### config.mk
export PLATFORM = sky130hd
export DESIGN_NAME = f1_light_seq
export DESIGN_NICKNAME = d
export VERILOG_FILES = /design/src/rtl/f1_light_seq.sv
export SDC_FILE = /design/constraint.sdc
export NUM_CORES = 1
export LEC_CHECK = 0
export CAP_MARGIN = 10
export CELL_PAD_IN_SITES_DETAIL_PLACEMENT = 1
export CELL_PAD_IN_SITES_GLOBAL_PLACEMENT = 2
export CORE_MARGIN = 2
export CORE_UTILIZATION = 32
export DETAILED_ROUTE_END_ITERATION = 7
export GPL_TIMING_DRIVEN = 0
export HOLD_SLACK_MARGIN = 0.12
export MAX_ROUTING_LAYER = met4
export PLACE_DENSITY_LB_ADDON = 0.1
export SYNTH_ARGS = -nofsm -noshare
export SYNTH_HDL_FRONTEND = slang
export SYNTH_SLANG_ARGS = --single-unit
### constraint.sdc
create_clock -name clk -period 4.94 [get_ports clk]
set_clock_uncertainty 0.1 [all_clocks]
set_input_delay 0.988 -clock clk [delete_from_list [all_inputs] [get_ports clk]]
set_output_delay 0.988 -clock clk [all_outputs]
set_load 0.01 [all_outputs]
### src/rtl/f1_light_seq.sv
// F1 start-light sequencer: fills WIDTH lights one per tick, holds, then blanks and pulses lights_out.
// Optional F1_RAND_DELAY_EN: the hold length comes from a free-running Galois LFSR instead of delay.
module f1_light_seq #(
   parameter int unsigned   WIDTH = 8,
   parameter int unsigned   DW    = 7,
   parameter logic [DW-1:0] TAPS  = 7'h60
) (
   input  logic             clk,
   input  logic             rst,
   input  logic             tick,
   input  logic             trigger,
   input  logic             abort,
   input  logic [DW-1:0]    delay,
   output logic [WIDTH-1:0] data_out,
   output logic             lights_out,
   output logic             busy
);

   typedef enum logic [1:0] {StIdle, StFill, StHold, StDone} state_e;

   state_e           state_q, state_d;
   logic [WIDTH-1:0] data_q, data_d;
   logic [DW-1:0]    cnt_q, cnt_d;
   logic             lights_q, lights_d;
   logic             busy_q, busy_d;
   logic [DW-1:0]    load_val;

`ifdef F1_RAND_DELAY_EN
   logic [DW-1:0] lfsr_q, lfsr_d;
   logic          unused_delay;

   // Free-running, not tick-gated and not reseeded by abort; a non-zero seed never reaches zero.
   always_comb lfsr_d = lfsr_q[0] ? ((lfsr_q >> 1) ^ TAPS) : (lfsr_q >> 1);

   always_ff @(posedge clk) begin
      if (rst) lfsr_q <= DW'(1);
      else     lfsr_q <= lfsr_d;
   end

   assign load_val     = lfsr_q;
   assign unused_delay = ^delay;
`else
   assign load_val = delay;
`endif

   always_comb begin
      state_d  = state_q;
      data_d   = data_q;
      cnt_d    = cnt_q;
      lights_d = 1'b0;
      unique case (state_q)
         StIdle: if (trigger) state_d = StFill;
         StFill: begin
            if (tick) begin
               data_d = {data_q[WIDTH-2:0], 1'b1};
               // This tick lights the last lamp: latch the hold length now.
               if (&data_q[WIDTH-2:0]) begin
                  cnt_d   = load_val;
                  state_d = StHold;
               end
            end
         end
         StHold: begin
            if (tick) begin
               if (cnt_q == '0) begin
                  data_d   = '0;
                  lights_d = 1'b1;
                  state_d  = StDone;
               end else begin
                  cnt_d = cnt_q - DW'(1);
               end
            end
         end
         StDone: if (!trigger) state_d = StIdle;
         default: state_d = StIdle;
      endcase
      if (abort && (state_q != StIdle)) begin
         state_d  = StIdle;
         data_d   = '0;
         lights_d = 1'b0;
         cnt_d    = '0;
      end
      busy_d = (state_d != StIdle);
   end

   always_ff @(posedge clk) begin
      if (rst) begin
         state_q  <= StIdle;
         data_q   <= '0;
         cnt_q    <= '0;
         lights_q <= 1'b0;
         busy_q   <= 1'b0;
      end else begin
         state_q  <= state_d;
         data_q   <= data_d;
         cnt_q    <= cnt_d;
         lights_q <= lights_d;
         busy_q   <= busy_d;
      end
   end

   assign data_out   = data_q;
   assign lights_out = lights_q;
   assign busy       = busy_q;

endmodule

==> results of run 1 <==
report_power, final:
group / total [mW] / internal (mW) / switching, mW
registers: 0.174 / 0.163 / 0.0114
clock network: 0.0816 / 0.0302 / 0.0514
logic: 0.117 / 0.0555 / 0.0618
total: 0.373 / 0.249 / 0.125
layout by cell type, fill, tap and decap left out, types with 2 or more instances in the layout:
master	n
buf_2	2
o211ai_1	4
clkbuf_4	3
inv_1	2
clkdlybuf4s50_1	21
nor2_1	19
nand3_1	3
buf_6	3
o31ai_1	3
ha_1	2
nor3_1	3
a22oi_1	7
nand2_1	10
dfxtp_1	19
a21oi_1	6
flip-flops by register name (all words and copies together) (netlist names):
signal / count
busy: 1
cnt_q: 7
data_out: 8
lights_out: 1
state_q: 2
worst paths after layout:
check / end / slack (ps)
max reg2reg: cnt_q[4] / 3130
min: data_out[7] / 380
min reg2reg: data_out[7] / 380
max: data_out[0] / 2580
per-stage QoR:
step                      total power, mW  instance area, um2  setup WS, ps  hold WS, ps  utilization [%]
after floorplan                    0.2592                1015          3067        376.1                -
after global placement             0.2938                1280          2395        341.6            42.27
after detailed placement           0.2965                1280          2345        363.0            42.27
after CTS                          0.3809                1308          2567        387.2            43.18
after global routing               0.4034                1308          2514        415.8            43.18
final                              0.3733                1308          2582        380.1            43.18
final cells by class:
class                           count  area (um2)
Tap cell                           44       55.05
Fill cell                         371        1720
Timing Repair Buffer               21       210.2
Sequential cell                    19       380.4
Clock buffer                        3       22.52
Inverter                            2       7.507
Buffer                              5       43.79
Multi-Input combinational cell     85       583.1
Clock inverter                      1       5.005
cell families (layout without fill, tap and decap cells):
| logic type | Yosys count | after routing | share of synthesized area, % |
|---|---|---|---|
| simple gates | 51 | 51 | 29.72 |
| fa+ha+maj | 2 | 2 | 2.466 |
| buf+inv | 7 | 32 | 5.056 |
| compound gates | 31 | 31 | 24.42 |
| flops | 19 | 19 | 37.48 |
| xor+xnor | 1 | 1 | 0.8633 |
routing by layer:
| metal | up-vias | part of all wire, % | routed length, um | track usage, % |
|---|---|---|---|---|
| li1 | 458 | - | - | - |
| met1 | 423 | 50 | 1269 | 22.89 |
| met2 | 12 | 46 | 1166 | 25.00 |
| met3 | 2 | 3.2 | 82 | 2.814 |
| met4 | 0 | 0.59 | 15 | 5.714 |
| met5 | - | 0 | 0 | - |
==> flow_metrics.env, run 1 <==
export IMPL_nets=151
export IMPL_hold_viol=0
export IMPL_tightest_slew_ps=341.1
export IMPL_crit_chain="clkdlybuf4s50_1"
export IMPL_drv_slew=0
export IMPL_clk_pin_slew_ps=120
export IMPL_syn_avg_cell_area_um2=9.142
export IMPL_timing_slew_headroom_pct=77.23
export IMPL_synthCells=111
export IMPL_hold_depth=2
export IMPL_avgViaCountPerCell=4.972
export IMPL_cts_buffer_depth=2
export IMPL_cp_start_kind="register"
export IMPL_grt_pass1_vias=927
export IMPL_port_buffers=21
export IMPL_max_cap_violations=0
export IMPL_drcViolationCount=0
export IMPL_area_growth_pct=28.85
export IMPL_cts_root_buf="clkbuf_4"
export IMPL_grt_overflow=0
export IMPL_async_reset_ff_share_pct=0
export IMPL_tns_ps=0
export IMPL_worstSetupPathDepth=1
export IMPL_critPathKind="register to primary output"
export IMPL_clock_sinks=19
export IMPL_wirelength_mm=2.533
export IMPL_synth_edff_count=0
export IMPL_die_w_um=60.31
export IMPL_place_hpwl_mm=1.894
export IMPL_final_setup_viol_count=0
export IMPL_antenna_found_initial=0
export IMPL_grt_max_degree=12
export IMPL_arrival_ps=1270
export IMPL_cts_setup_buffers=0
export IMPL_cts_resized=0
export IMPL_h_tree_depth=1
export IMPL_status="finished, final reports clean"
export IMPL_synth_top_area_share_pct=37.48
export IMPL_ys_top_cells_by_count="19 x dfxtp_1, 19 x nor2_1, 10 x nand2_1, 7 x a22oi_1, 6 x a21oi_1"
export IMPL_postRouteAntennaNets=0
export IMPL_max_stage_delay_ps=560
export IMPL_cp_top_family="buffers and inverters"
export IMPL_start_util_pct=33.51
export IMPL_track_usage_pct=16.80
export IMPL_grt_pass1_wl_mm=4.367
export IMPL_peakVddDrop_uv=99.57
export IMPL_gp_congestion=0.7135
export IMPL_timing_rr_start="cnt_q[0]"
export IMPL_cp_required_ps=3850
export IMPL_yosysWarnings=0
export IMPL_min_period_ps=2358
export IMPL_yosysUniqueCellTypes=41
export IMPL_first_pass_iters=4
export IMPL_max_freq_mhz=424.0
export IMPL_grt_setup_unrepaired="no"
export IMPL_synth_top_area_cell="dfxtp_1"
export IMPL_min_period_over_period_pct=47.74
export IMPL_drt_iter0_drc=38
export IMPL_vias=895
export IMPL_endpoint_kind="primary output"
export IMPL_core_area_um2=3028
export IMPL_fin_cells=180
export IMPL_p_leak_nw=0.4561
export IMPL_synth_fp_nets=125
export IMPL_antennaDiodeCount=0
export IMPL_hold_class="register to register"
export IMPL_io_pins=22
export IMPL_cp_max_fo=4
export IMPL_worstRegToRegCells=8
export IMPL_fp_dieH_um=60.31
export IMPL_power_density_nw_per_um2=285.5
export IMPL_synth_seq_cells=19
export IMPL_dp_cells=176
export IMPL_cts_buffers=3
export IMPL_synth_area_um2=1015
export IMPL_die_area_um2=3637
export IMPL_fp_row_count=20
export IMPL_seq_area_frac_synth_pct=37.48
export IMPL_ctsHoldBuffers=0
export IMPL_cts_tree="yes"
export IMPL_critPathBufInv=1
export IMPL_wl_per_cell_um=14.07
export IMPL_synthFlopType="dfxtp_1"
export IMPL_layout_drive_gt1_share_pct=16.91
export IMPL_synthTopCellsByArea="dfxtp_1 37%, nor2_1 7.0%, a22oi_1 5.2%"
export IMPL_hp_start="data_out[7]"
export IMPL_slowest_stage="clkdlybuf4s50_1"
export IMPL_startpoint="data_out[0]"
export IMPL_insertion_delay_ps=300
(Power assumes the default switching activity.)
==> inputs of run 2 (changes only) <==
--- a/config.mk
+++ b/config.mk
@@ -9,7 +9,7 @@
 export CELL_PAD_IN_SITES_DETAIL_PLACEMENT = 1
 export CELL_PAD_IN_SITES_GLOBAL_PLACEMENT = 2
 export CORE_MARGIN = 2
-export CORE_UTILIZATION = 32
+export CORE_UTILIZATION = 29
 export DETAILED_ROUTE_END_ITERATION = 7
 export GPL_TIMING_DRIVEN = 0
 export HOLD_SLACK_MARGIN = 0.12
==> constraint.sdc (replaced) <==
create_clock -name clk -period 2.17 [get_ports clk]
set_clock_uncertainty 0.1 [all_clocks]
set_input_delay 0.434 -clock clk [delete_from_list [all_inputs] [get_ports clk]]
set_output_delay 0.434 -clock clk [all_outputs]
set_load 0.01 [all_outputs]
==> flow_metrics.env, run 2 (same netlist as run 1, synthesis figures left out) <==
export IMPL_status="finished, final reports clean"
export IMPL_clk_pin_slew_ps=120
export IMPL_slowest_stage="dfxtp_1"
export IMPL_h_tree_depth=1
export IMPL_die_w_um=63.15
export IMPL_fp_dieH_um=63.15
export IMPL_cts_root_buf="clkbuf_4"
export IMPL_tns_ps=0
export IMPL_dp_cells=178
export IMPL_largest_reg_flops=8
export IMPL_max_stage_delay_ps=400
export IMPL_cts_tree="yes"
export IMPL_die_area_um2=3988
export IMPL_hold_viol=0
export IMPL_cp_start_kind="register"
export IMPL_io_pins=22
export IMPL_cp_required_ps=2260
export IMPL_grt_pass1_vias=894
export IMPL_endpoint_kind="register"
export IMPL_critPathKind="register to register"
export IMPL_fin_cells=182
export IMPL_place_hpwl_mm=1.844
export IMPL_crit_chain="inv_1 -> ha_1 -> nor4b_2 -> nand2_1 -> o2111ai_2 -> buf_6 -> o211ai_1 -> o31ai_1"
export IMPL_layout_drive_gt1_share_pct=16.91
export IMPL_antennaDiodeCount=0
export IMPL_p_leak_nw=0.4561
export IMPL_grt_setup_unrepaired="no"
export IMPL_first_pass_iters=4
export IMPL_wl_per_cell_um=13.30
export IMPL_max_cap_violations=0
export IMPL_antenna_found_initial=0
export IMPL_place_area_um2=1282
export IMPL_cts_buffer_depth=2
export IMPL_final_area_um2=1310
export IMPL_cp_max_fo=10
export IMPL_grt_overflow=0
export IMPL_min_period_ps=1850
export IMPL_grt_pass1_wl_mm=4.215
export IMPL_drt_iter0_drc=35
export IMPL_port_buffers=21
export IMPL_final_setup_viol_count=0
export IMPL_cts_buffers=3
export IMPL_area_growth_pct=29.10
export IMPL_arrival_ps=1940
export IMPL_gp_congestion=0.7427
export IMPL_track_usage_pct=13.67
export IMPL_final_common_cell="clkdlybuf4s50_1"
export IMPL_peakVddDrop_uv=266.5
export IMPL_tightest_slew_ps=344.1
export IMPL_drcViolationCount=0
export IMPL_final_cell_mix="21 x clkdlybuf4s50_1, 19 x nor2_1, 19 x dfxtp_1"
export IMPL_power_density_nw_per_um2=646.1
export IMPL_grt_max_degree=12
export IMPL_nets=151
export IMPL_wirelength_mm=2.421
export IMPL_cts_resized=0
export IMPL_n_fill_cell=418
export IMPL_vias=897
export IMPL_hold_class="register to register"
export IMPL_drv_slew=0
export IMPL_postRouteAntennaNets=0
export IMPL_timing_slew_headroom_pct=77.06
export IMPL_avgViaCountPerCell=4.929
export IMPL_start_util_pct=30.41
export IMPL_clock_sinks=19
export IMPL_max_freq_mhz=540.6
export IMPL_insertion_delay_ps=300
export IMPL_min_period_over_period_pct=85.25
export IMPL_ctsHoldBuffers=0
export IMPL_fin_util_pct=39.26
export IMPL_core_area_um2=3337
export IMPL_fp_row_count=21
export IMPL_cts_setup_buffers=0
[run 2: power breakdown]
part	internal, mW	switching [mW]	total [mW]	leakage, nW
registers	0.371	0.0242	0.395	0.154
clock network	0.0687	0.116	0.184	0.0177
logic	0.127	0.140	0.267	0.284
total	0.566	0.280	0.846	0.456
[run 2: final cells by class]
type	count	area (um2)	share of cell area (%)
Buffer	5	43.79	3.343
Timing Repair Buffer	21	210.2	16.05
Clock buffer	3	22.52	1.719
Clock inverter	1	5.005	0.3820
Sequential cell	19	380.4	29.04
Tap cell	46	57.56	4.393
Multi-Input combinational cell	85	583.1	44.51
Inverter	2	7.507	0.5731
[run 2: critical path, delay by kind of cell (launching register included)]
family / cells / cell delay (ps)
AOI/OAI and AO/OA: 3 / 480
adders and majority gates: 1 / 200
buffers and inverters: 2 / 310
and+or+nand+nor: 2 / 250
DFF: 1 / 400
[run 2: through the flow]
step	hold slack, ps	setup slack, ps	power [mW]
finish	381.6	320.1	0.8464
global route	423.1	171.2	0.9034
CTS	388.7	308.8	0.8592
detailed placement	372.3	146.3	0.6735
global placement	348.4	162.1	0.6694
floorplan	376.1	564.5	0.5902
[run 2: per-layer routing]
| metal | track usage (%) | share of wire [%] | vias up |
|---|---|---|---|
| met5 | - | 0 | - |
| met4 | 2.500 | 0.54 | 0 |
| met3 | 3.929 | 3.9 | 2 |
| met2 | 22.07 | 47 | 17 |
| met1 | 17.12 | 49 | 423 |
| li1 | - | - | 455 |
[run 2: worst paths after layout]
kind / startpoint / end / slack (ps) / cells past startpoint
worst max-delay path: cnt_q[0] / cnt_q[2] / 320 / 8
worst min-delay path: data_out[7] / data_out[7] / 380 / 2
worst max register to register: cnt_q[0] / cnt_q[2] / 320 / 8
worst min register to register: data_out[7] / data_out[7] / 380 / 2
